$ cat src/rtl/memory_controller_interface.sv
`default_nettype none
// +----------------------------------------------------------------------------+
// | Package     : memory_controller_interface                                  |
// | Description : Shared request/response types for the memory-controller     |
// |               interface (MCI) used by the caches and the arbiter.          |
// | Revision    : 1.0  initial release                                         |
// +----------------------------------------------------------------------------+
package memory_controller_interface;

  localparam int MCI_DATA_LENGTH = 32;
  localparam int MCI_ADDR_LENGTH = 32;

  // valid is a single-cycle pulse; rw = 1 is a write.
  typedef struct packed {
    logic [MCI_ADDR_LENGTH-1:0] addr;
    logic [MCI_DATA_LENGTH-1:0] data;
    logic                       rw;
    logic                       valid;
  } mci_request_t;

  // ready is a single-cycle pulse marking completion; data is read data.
  typedef struct packed {
    logic [MCI_DATA_LENGTH-1:0] data;
    logic                       ready;
  } mci_response_t;

endpackage : memory_controller_interface
`default_nettype wire

$ cat src/rtl/mci_arbiter.sv
`default_nettype none
// +----------------------------------------------------------------------------+
// | Module      : mci_arbiter                                                  |
// | Description : Two-port arbiter sharing one memory controller between the   |
// |               instruction cache (port 0) and data cache (port 1). Each     |
// |               port owns a one-deep pending slot; one transaction is        |
// |               outstanding at a time.                                       |
// | Ports       : clk         single clock                                     |
// |               rst         synchronous active-high reset                    |
// |               i_req/i_res icache request in / response out                 |
// |               d_req/d_res dcache request in / response out                 |
// |               mem_req     request to the memory controller                 |
// |               mem_res     response from the memory controller              |
// |               busy        a memory transaction is outstanding              |
// |               owner       port of the current or last grant (0=i, 1=d)     |
// |               err_overrun sticky: a request pulse was dropped              |
// | Parameter   : FIXED_PRI_PORT  tie winner (fixed mode) / first tie winner   |
// |                               after reset (round-robin mode)             |
// | Macro       : MCI_ARB_ROUND_ROBIN_EN  defined -> round-robin tie-break,    |
// |               undefined -> FIXED_PRI_PORT always wins ties                 |
// | Revision    : 1.0  initial release                                         |
// +----------------------------------------------------------------------------+
module mci_arbiter
  import memory_controller_interface::*;
#(
  parameter int FIXED_PRI_PORT = 1
) (
  input  logic          clk,
  input  logic          rst,
  input  mci_request_t  i_req,
  output mci_response_t i_res,
  input  mci_request_t  d_req,
  output mci_response_t d_res,
  output mci_request_t  mem_req,
  input  mci_response_t mem_res,
  output logic          busy,
  output logic          owner,
  output logic          err_overrun
);

  localparam logic c_pri_port = (FIXED_PRI_PORT != 0);

  typedef enum logic [0:0] {
    ST_IDLE = 1'b0,
    ST_BUSY = 1'b1
  } state_t;

  state_t r_state;
  state_t w_state_nxt;

  // Pending slots; the valid field doubles as the "slot full" flag.
  mci_request_t r_i_slot;
  mci_request_t r_d_slot;

  // Granted request, held on mem_req for the whole BUSY phase.
  logic [MCI_ADDR_LENGTH-1:0] r_hold_addr;
  logic [MCI_DATA_LENGTH-1:0] r_hold_data;
  logic                       r_hold_rw;

  logic r_owner;
  logic r_err;

  logic w_grant;       // IDLE cycle issuing a slot to memory
  logic w_grant_port;  // which slot is issued
  logic w_done;        // BUSY cycle in which memory completes
  logic w_tie_port;    // winner when both slots are pending

  logic w_i_own_busy;
  logic w_d_own_busy;
  logic w_i_accept;
  logic w_d_accept;
  logic w_i_drop;
  logic w_d_drop;

`ifdef MCI_ARB_ROUND_ROBIN_EN
  // Set by the first grant after reset; until then ties go to the
  // configured port instead of "the port not granted last".
  logic r_granted_any;

  always_comb begin
    w_tie_port = r_granted_any ? ~r_owner : c_pri_port;
  end
`else
  always_comb begin
    w_tie_port = c_pri_port;
  end
`endif

  // --------------------------------------------------------------------------
  // Request acceptance. A port is blocked while its slot is full or while its
  // own transaction is outstanding, except in the completion cycle, so that a
  // writeback can be chained with the following allocate read. A pulse in the
  // cycle its slot is being granted sees the slot still full and is dropped.
  // --------------------------------------------------------------------------
  always_comb begin
    w_i_own_busy = (r_state == ST_BUSY) && (r_owner == 1'b0) && !w_done;
    w_d_own_busy = (r_state == ST_BUSY) && (r_owner == 1'b1) && !w_done;
    w_i_accept   = i_req.valid && !rst && !r_i_slot.valid && !w_i_own_busy;
    w_d_accept   = d_req.valid && !rst && !r_d_slot.valid && !w_d_own_busy;
    w_i_drop     = i_req.valid && !rst && !w_i_accept;
    w_d_drop     = d_req.valid && !rst && !w_d_accept;
  end

  // --------------------------------------------------------------------------
  // FSM next-state and outputs.
  // --------------------------------------------------------------------------
  always_comb begin
    w_state_nxt  = r_state;
    w_grant      = 1'b0;
    w_grant_port = r_owner;
    w_done       = 1'b0;

    mem_req.addr  = r_hold_addr;
    mem_req.data  = r_hold_data;
    mem_req.rw    = r_hold_rw;
    mem_req.valid = 1'b0;

    // Read data is broadcast to both caches; only ready is steered.
    i_res.data  = mem_res.data;
    i_res.ready = 1'b0;
    d_res.data  = mem_res.data;
    d_res.ready = 1'b0;

    case (r_state)
      ST_IDLE: begin
        // mem_res.ready is deliberately ignored here: it can only belong to
        // a transaction abandoned by reset.
        if (!rst && (r_i_slot.valid || r_d_slot.valid)) begin
          w_grant = 1'b1;
          if (r_i_slot.valid && r_d_slot.valid) begin
            w_grant_port = w_tie_port;
          end else begin
            w_grant_port = r_d_slot.valid;
          end

          if (w_grant_port) begin
            mem_req.addr = r_d_slot.addr;
            mem_req.data = r_d_slot.data;
            mem_req.rw   = r_d_slot.rw;
          end else begin
            mem_req.addr = r_i_slot.addr;
            mem_req.data = r_i_slot.data;
            mem_req.rw   = r_i_slot.rw;
          end
          mem_req.valid = 1'b1;
          w_state_nxt   = ST_BUSY;
        end
      end

      ST_BUSY: begin
        if (mem_res.ready && !rst) begin
          w_done      = 1'b1;
          i_res.ready = (r_owner == 1'b0);
          d_res.ready = (r_owner == 1'b1);
          w_state_nxt = ST_IDLE;
        end
      end

      default: begin
        w_state_nxt = ST_IDLE;
      end
    endcase
  end

  // --------------------------------------------------------------------------
  // FSM state, owner, held request and sticky error.
  // --------------------------------------------------------------------------
  always_ff @(posedge clk) begin
    if (rst) begin
      r_state     <= ST_IDLE;
      r_owner     <= c_pri_port;
      r_hold_addr <= '0;
      r_hold_data <= '0;
      r_hold_rw   <= 1'b0;
      r_err       <= 1'b0;
    end else begin
      r_state <= w_state_nxt;
      if (w_grant) begin
        r_owner     <= w_grant_port;
        r_hold_addr <= mem_req.addr;
        r_hold_data <= mem_req.data;
        r_hold_rw   <= mem_req.rw;
      end
      if (w_i_drop || w_d_drop) begin
        r_err <= 1'b1;
      end
    end
  end

`ifdef MCI_ARB_ROUND_ROBIN_EN
  always_ff @(posedge clk) begin
    if (rst) begin
      r_granted_any <= 1'b0;
    end else if (w_grant) begin
      r_granted_any <= 1'b1;
    end
  end
`endif

  // --------------------------------------------------------------------------
  // Pending slots. Accept and grant never hit the same slot in one cycle:
  // accept needs the slot empty, grant needs it full.
  // --------------------------------------------------------------------------
  always_ff @(posedge clk) begin
    if (rst) begin
      r_i_slot <= '0;
      r_d_slot <= '0;
    end else begin
      if (w_grant && !w_grant_port) begin
        r_i_slot.valid <= 1'b0;
      end
      if (w_grant && w_grant_port) begin
        r_d_slot.valid <= 1'b0;
      end
      if (w_i_accept) begin
        r_i_slot <= '{addr: i_req.addr, data: i_req.data, rw: i_req.rw, valid: 1'b1};
      end
      if (w_d_accept) begin
        r_d_slot <= '{addr: d_req.addr, data: d_req.data, rw: d_req.rw, valid: 1'b1};
      end
    end
  end

  assign busy        = (r_state == ST_BUSY);
  assign owner       = r_owner;
  assign err_overrun = r_err;

endmodule : mci_arbiter
`default_nettype wire

$ cat config.mk
export PLATFORM = sky130hd
export DESIGN_NAME = mci_arbiter
export DESIGN_NICKNAME = d
export VERILOG_FILES = /design/src/rtl/memory_controller_interface.sv /design/src/rtl/mci_arbiter.sv
export SDC_FILE = /design/constraint.sdc
export NUM_CORES = 1
export LEC_CHECK = 0
export CORE_MARGIN = 4
export CORE_UTILIZATION = 35
export DETAILED_ROUTE_END_ITERATION = 8
export PLACE_DENSITY_LB_ADDON = 0.05
export SKIP_CTS_REPAIR_TIMING = 1
export SLEW_MARGIN = 10
export SYNTH_ARGS = -nofsm -noshare
export SYNTH_HDL_FRONTEND = slang
export SYNTH_SLANG_ARGS = --single-unit
$ cat constraint.sdc
create_clock -name clk -period 2 [get_ports clk]
set_input_delay 0.4 -clock clk [delete_from_list [all_inputs] [get_ports clk]]
set_output_delay 0.4 -clock clk [all_outputs]
set_load 0.05 [all_outputs]
==> flow_metrics.tcl, run 1 <==
set metrics [dict create \
    leakage_nw 4.88 \
    grt_overflow 0 \
    wl_per_cell_um 19.8 \
    intPower_mw 7.47 \
    worst_slew_pin_slew_ps 984 \
    ir_drop_mv 0.460 \
    critical_path.slowest_cell "dfxtp_4" \
    synth_seq_cells 200 \
    swShare 0.337 \
    rsz0062_at_grt "yes" \
    num_rows 62 \
    power_frac_comb 0.314 \
    drv_cap 0 \
    clock-sinks 200 \
    worstSetupPathType "flop to primary output" \
    area_growth_pct 47.4 \
    final_layout_size_suffix_gt1_frac 0.311 \
    p_clk_frac 0.301 \
    yosysTopAreaCellShare 0.395 \
    power_frac_seq 0.385 \
    clockBufferDepth 2 \
    grt_max_degree 85 \
    gp_congestion 0.765 \
    syn_inst 1132 \
    setup_viol 82 \
    path_cells "or2_2, buf_12, a21oi_1, nor2_4, buf_12" \
    portBuffers 205 \
    floorplan.initialDensity 0.355 \
    critPathMaxFanout 36 \
    worstSetupEndpointType "primary output" \
    cts_max_level 4 \
    crit_top_cell "buf_12" \
    first_pass_iters 5 \
    failed_checks "negative setup slack" \
    antenna_found_initial 0 \
    ys_seq_area_frac 0.395 \
    via_count 8621 \
    die_w_um 178 \
    drc_errors 0 \
    slowest_delay_ps 390 \
    synth_top_area_cell "dfxtp_1" \
    slew_viol_final 0 \
    grt_first_pass_wirelength_um 49400 \
    ant_nets 0 \
    avgSynthCellArea_um2 8.97 \
    layout_min_cycle_time_ps 2360 \
    worst_hold_slack_ps 471 \
    fillers 2620 \
    worstPathRequired_ps 1600 \
    synthesis.area_um2 10100 \
    syn_nets 1299 \
    io_pins 302 \
    r2r-start "r_d_slot[0]$_SDFFE_PP0P_" \
    viasPerCell 5.19 \
    fmax_mhz 423 \
    clk_latency_ps 440 \
    total_power_mw 11.3 \
    start_kind "flop" \
    cts_buffers 17 \
    max_slew_margin 0.344 \
    grt_pass1_vias 8440 \
    root_buffer "clkbuf_16" \
    critPathLaunch "r_d_slot[0]$_SDFFE_PP0P_" \
    drt-initial-drc-count 482 \
    synthTopCellsByArea "dfxtp_1, a2111oi_4, a21oi_1" \
    finalNetCount 1432 \
    die_height_um 178 \
    hold_viol 0 \
    final_cell_mix "dfxtp_1, a21oi_1, clkdlybuf4s50_1, nand3_1, buf_12" \
    ff_latch_area_um2 4010 \
    yosysWarnings 0 \
    power_switching_mw 3.79 \
    setup_slack_ps -362 \
    grt_usage 0.197 \
    hp-start "r_i_slot[44]$_SDFFE_PP0P_" \
    die_area_um2 31800 \
    min_period_over_period 1.18 \
    antenna_cells 0 \
    tritoncts "built" \
    fin_worst_skew_ps 18.5 \
    post-dp-hpwl_um 20700 \
    ys_types 31 \
    core_area_um2 28600 \
    drt_wl_total_um 33000 \
    crit_arrival_ps 1960 \
    multiInputGateArea_um2 5820 \
    clk_pin_slew_worst_paths_ps 80 \
    dpl_worst_slack_ps -58.6 \
    status "finished with violations" \
    powerDensity_nw_per_um2 752 \
    final_common_cell "dfxtp_1" \
    hold_class "flop to flop" \
]
==> power groups by stage <==
stage          logic (mW)  clock network (mW)  registers (mW)
3_5_place_dp         3.35                   0            4.41
5_1_grt              3.73                3.62            4.36
4_1_cts              3.35                3.48            4.32
3_3_place_gp         3.33                   0            4.40
6_report             3.54                3.39            4.33
2_1_floorplan        2.18                   0            4.40
==> layer usage <==
layer	track usage	up-vias	wire, um
met5	0	-	0
met4	0.0461	0	329
met3	0.0303	33	1350
met2	0.323	172	15800
met1	0.276	4155	15500
li1	-	4261	-
==> cell type report <==
class / instances / share of cell area
Tap cell: 384 / 0.0321
Sequential cell: 200 / 0.268
Multi-Input combinational cell: 743 / 0.389
Clock inverter: 14 / 0.00895
Clock buffer: 18 / 0.0287
Inverter: 1 / 0.000251
Timing Repair Buffer: 302 / 0.273
==> path summary, 6_finish.rpt <==
kind / end / slack [ps] / cells past startpoint
worst min register to register: r_i_slot[44]$_SDFFE_PP0P_ / 470 / 2
worst min-delay path: r_i_slot[44]$_SDFFE_PP0P_ / 470 / 2
worst max-delay path: mem_req[33] / -360 / 5
worst max register to register: r_d_slot[50]$_SDFFE_PP0P_ / -40 / 8
==> critical path: cells and delay by family (launching register included) <==
family / cells / cell delay [ps]
buffers and inverters: 2 / 340
flip-flops: 1 / 390
AO/OA/AOI/OAI: 1 / 310
AND/OR/NAND/NOR: 2 / 440
==> synth_stat cells (all sizes together) <==
cell and n:
a21oi 197, and3b 1, o21a 1, a211oi 2
o21ai 132, nor3 65, a2111oi 65, or2 2
inv 1, nor3b 3, nor4b 1, and4b 1
clkbuf 72, a22oi 1, or3b 3, nor2b 65
nand3 130, dfxtp 200, nor2 70, a221o 1
buf 116, nand2 2, nand3b 1
==> sequential cells by signal, indices dropped and copies added (netlist names) <==
register / cells
r_d_slot: 66
r_i_slot: 66
r_hold_addr: 32
r_hold_data: 32
busy: 1
err_overrun: 1
owner: 1
r_hold_rw: 1
==> per-stage QoR <==
step / util / setup TNS, ps / instance area (um^2) / instances
after floorplan: - / 0 / 10600 / 1132
after global placement: 0.479 / -1400 / 13700 / 1605
after detailed placement: 0.479 / -2650 / 13700 / 1605
after CTS: 0.499 / -22560 / 14300 / 1637
after global routing: 0.523 / -26770 / 15000 / 1662
final: 0.523 / -19250 / 15000 / 1662
==> cell families after synthesis <==
logic type	count (synthesis)	synth area share
AO/OA/AOI/OAI	399	0.323
buffers and inverters	189	0.108
flip-flops	200	0.395
AND/OR/NAND/NOR	344	0.174
(Power assumes the default switching activity.)
==> run 2, diff against run 1 <==
--- a/config.mk
+++ b/config.mk
@@ -9,6 +9,7 @@
 export CORE_UTILIZATION = 35
 export DETAILED_ROUTE_END_ITERATION = 8
 export PLACE_DENSITY_LB_ADDON = 0.05
+export REMOVE_ABC_BUFFERS = 1
 export SKIP_CTS_REPAIR_TIMING = 1
 export SLEW_MARGIN = 10
 export SYNTH_ARGS = -nofsm -noshare
==> flow_metrics.tcl, run 2 (synthesis gave the netlist of run 1 again) <==
set metrics [dict create \
    setup_slack_ps -372 \
    via_count 8832 \
    die_area_um2 31800 \
    multiInputGateArea_um2 5580 \
    drc_errors 0 \
    use_met1 0.313 \
    fmax_mhz 422 \
    io_pins 302 \
    hp-start "rst" \
    top_usage_layer "met2" \
    crit_arrival_ps 1970 \
    r2r-end "r_d_slot[53]$_SDFFE_PP0P_" \
    num_rows 62 \
    final_cell_mix "dfxtp_1, a21oi_1, clkdlybuf4s50_1, nand3_1, o21ai_0" \
    grt_max_degree 113 \
    powerDensity_nw_per_um2 770 \
    antenna_found_initial 1 \
    gp_congestion 0.709 \
    post-route-util 0.511 \
    cts_max_level 4 \
    final_layout_size_suffix_gt1_frac 0.289 \
    drv_cap 0 \
    grt_first_pass_wirelength_um 52700 \
    worstSetupEndpointType "primary output" \
    reg_top3 "r_d_slot: 66 flops, r_i_slot: 66 flops" \
    clk_pin_slew_worst_paths_ps 70 \
    floorplan.initialDensity 0.355 \
    worst_slew_pin_slew_ps 636 \
    wl_per_cell_um 22.0 \
    start_kind "flop" \
    area_growth_pct 44.2 \
    status "finished with violations" \
    min_to "r_d_slot[44]$_SDFFE_PP0P_" \
    clk_latency_ps 440 \
    grt_use_met3 0.0655 \
    grt_usage 0.216 \
    slew_viol_final 0 \
    drt_wl_total_um 36600 \
    worstPathRequired_ps 1600 \
    die_height_um 178 \
    r2r_slack_ps 140 \
    ir_drop_mv 0.541 \
    rsz0062_at_grt "yes" \
    grt_pass1_vias 8421 \
    core_area_um2 28600 \
    cts_buffers 17 \
    portBuffers 205 \
    leakage_nw 4.79 \
    layout_min_cycle_time_ps 2370 \
    rr_worst_depth 6 \
    setup_viol 67 \
    grt_use_met2 0.320 \
    root_buffer "clkbuf_16" \
    die_w_um 178 \
    r2r-start "r_d_slot[0]$_SDFFE_PP0P_" \
    worstSetupPathType "flop to primary output" \
    viasPerCell 5.32 \
    tns_ps -20070 \
    ff_latch_area_um2 4010 \
    grt_overflow 0 \
    fin_worst_skew_ps 16.1 \
    hold_class "primary input to flop" \
    hold_depth 3 \
    critPathMaxFanout 10 \
    clock-sinks 200 \
    post-dp-hpwl_um 22700 \
    fillers 2640 \
    max_slew_margin 0.576 \
    tritoncts "built" \
    final_common_cell "dfxtp_1" \
    first_pass_iters 5 \
    finalNetCount 1431 \
    hold_viol 0 \
    antenna_cells 0 \
    clockBufferDepth 2 \
    dpl_worst_slack_ps -98.3 \
    failed_checks "negative setup slack" \
    drt-initial-drc-count 439 \
    ant_nets 0 \
    min_period_over_period 1.19 \
]
[run 2: cell count changes in the layout (fill, tap and decap cells not counted), moves of 12 or more]
| cell | change |
|---|---|
| o21ai_0 | +25 |
| nor2_2 | +39 |
| buf_4 | +12 |
| nor2_4 | -50 |
| o21ai_1 | -23 |
| a21oi_2 | -12 |
[run 2: layer usage]
metal,part of all wire,wire (um)
met5,0.0013,48
met2,0.45,16300
met3,0.068,2480
met4,0.0066,243
met1,0.48,17500
[run 2: power by group]
| part | switching (mW) | total, mW | internal, mW |
|---|---|---|---|
| clock | 1.78 | 3.51 | 1.73 |
| sequential | 0.131 | 4.33 | 4.20 |
| combinational | 1.88 | 3.43 | 1.55 |
[run 2: area by class of cell]
cell class | instances | area share
Inverter | 1 | 0.000256
Tap cell | 384 | 0.0328
Timing Repair Buffer | 301 | 0.272
Clock buffer | 19 | 0.0309
Sequential cell | 200 | 0.274
Multi-Input combinational cell | 743 | 0.381
Clock inverter | 13 | 0.00880
[run 2: how the worst max path moves through the flow]
stage / start / endpoint / slack [ps] / cells after the start
2_1_floorplan: r_d_slot[0]$_SDFFE_PP0P_ / mem_req[0] / -14260 / 2
3_3_place_gp: rst / mem_req[4] / -90 / 8
3_5_place_dp: rst / mem_req[4] / -100 / 8
4_1_cts: busy$_SDFF_PP0_ / mem_req[62] / -450 / 5
5_1_grt: busy$_SDFF_PP0_ / mem_req[11] / -450 / 5
6_report: r_d_slot[0]$_SDFFE_PP0P_ / mem_req[55] / -370 / 6
[run 2: through the flow]
stage	total power [mW]	cells	hold slack (ps)	cell area (um^2)
2_1_floorplan	5.94	944	443	9050
3_3_place_gp	7.58	1605	456	13200
3_5_place_dp	7.59	1605	462	13200
4_1_cts	11.1	1637	251	13800
5_1_grt	11.7	1661	253	14600
6_report	11.3	1661	268	14600
[run 2: worst max-delay path, stage by stage (launching register included)]
cell,delay (ps)
dfxtp_4,460
nor2_4,100
buf_12,150
buf_12,160
a2111oi_4,360
nor2_2,130
buf_12,170
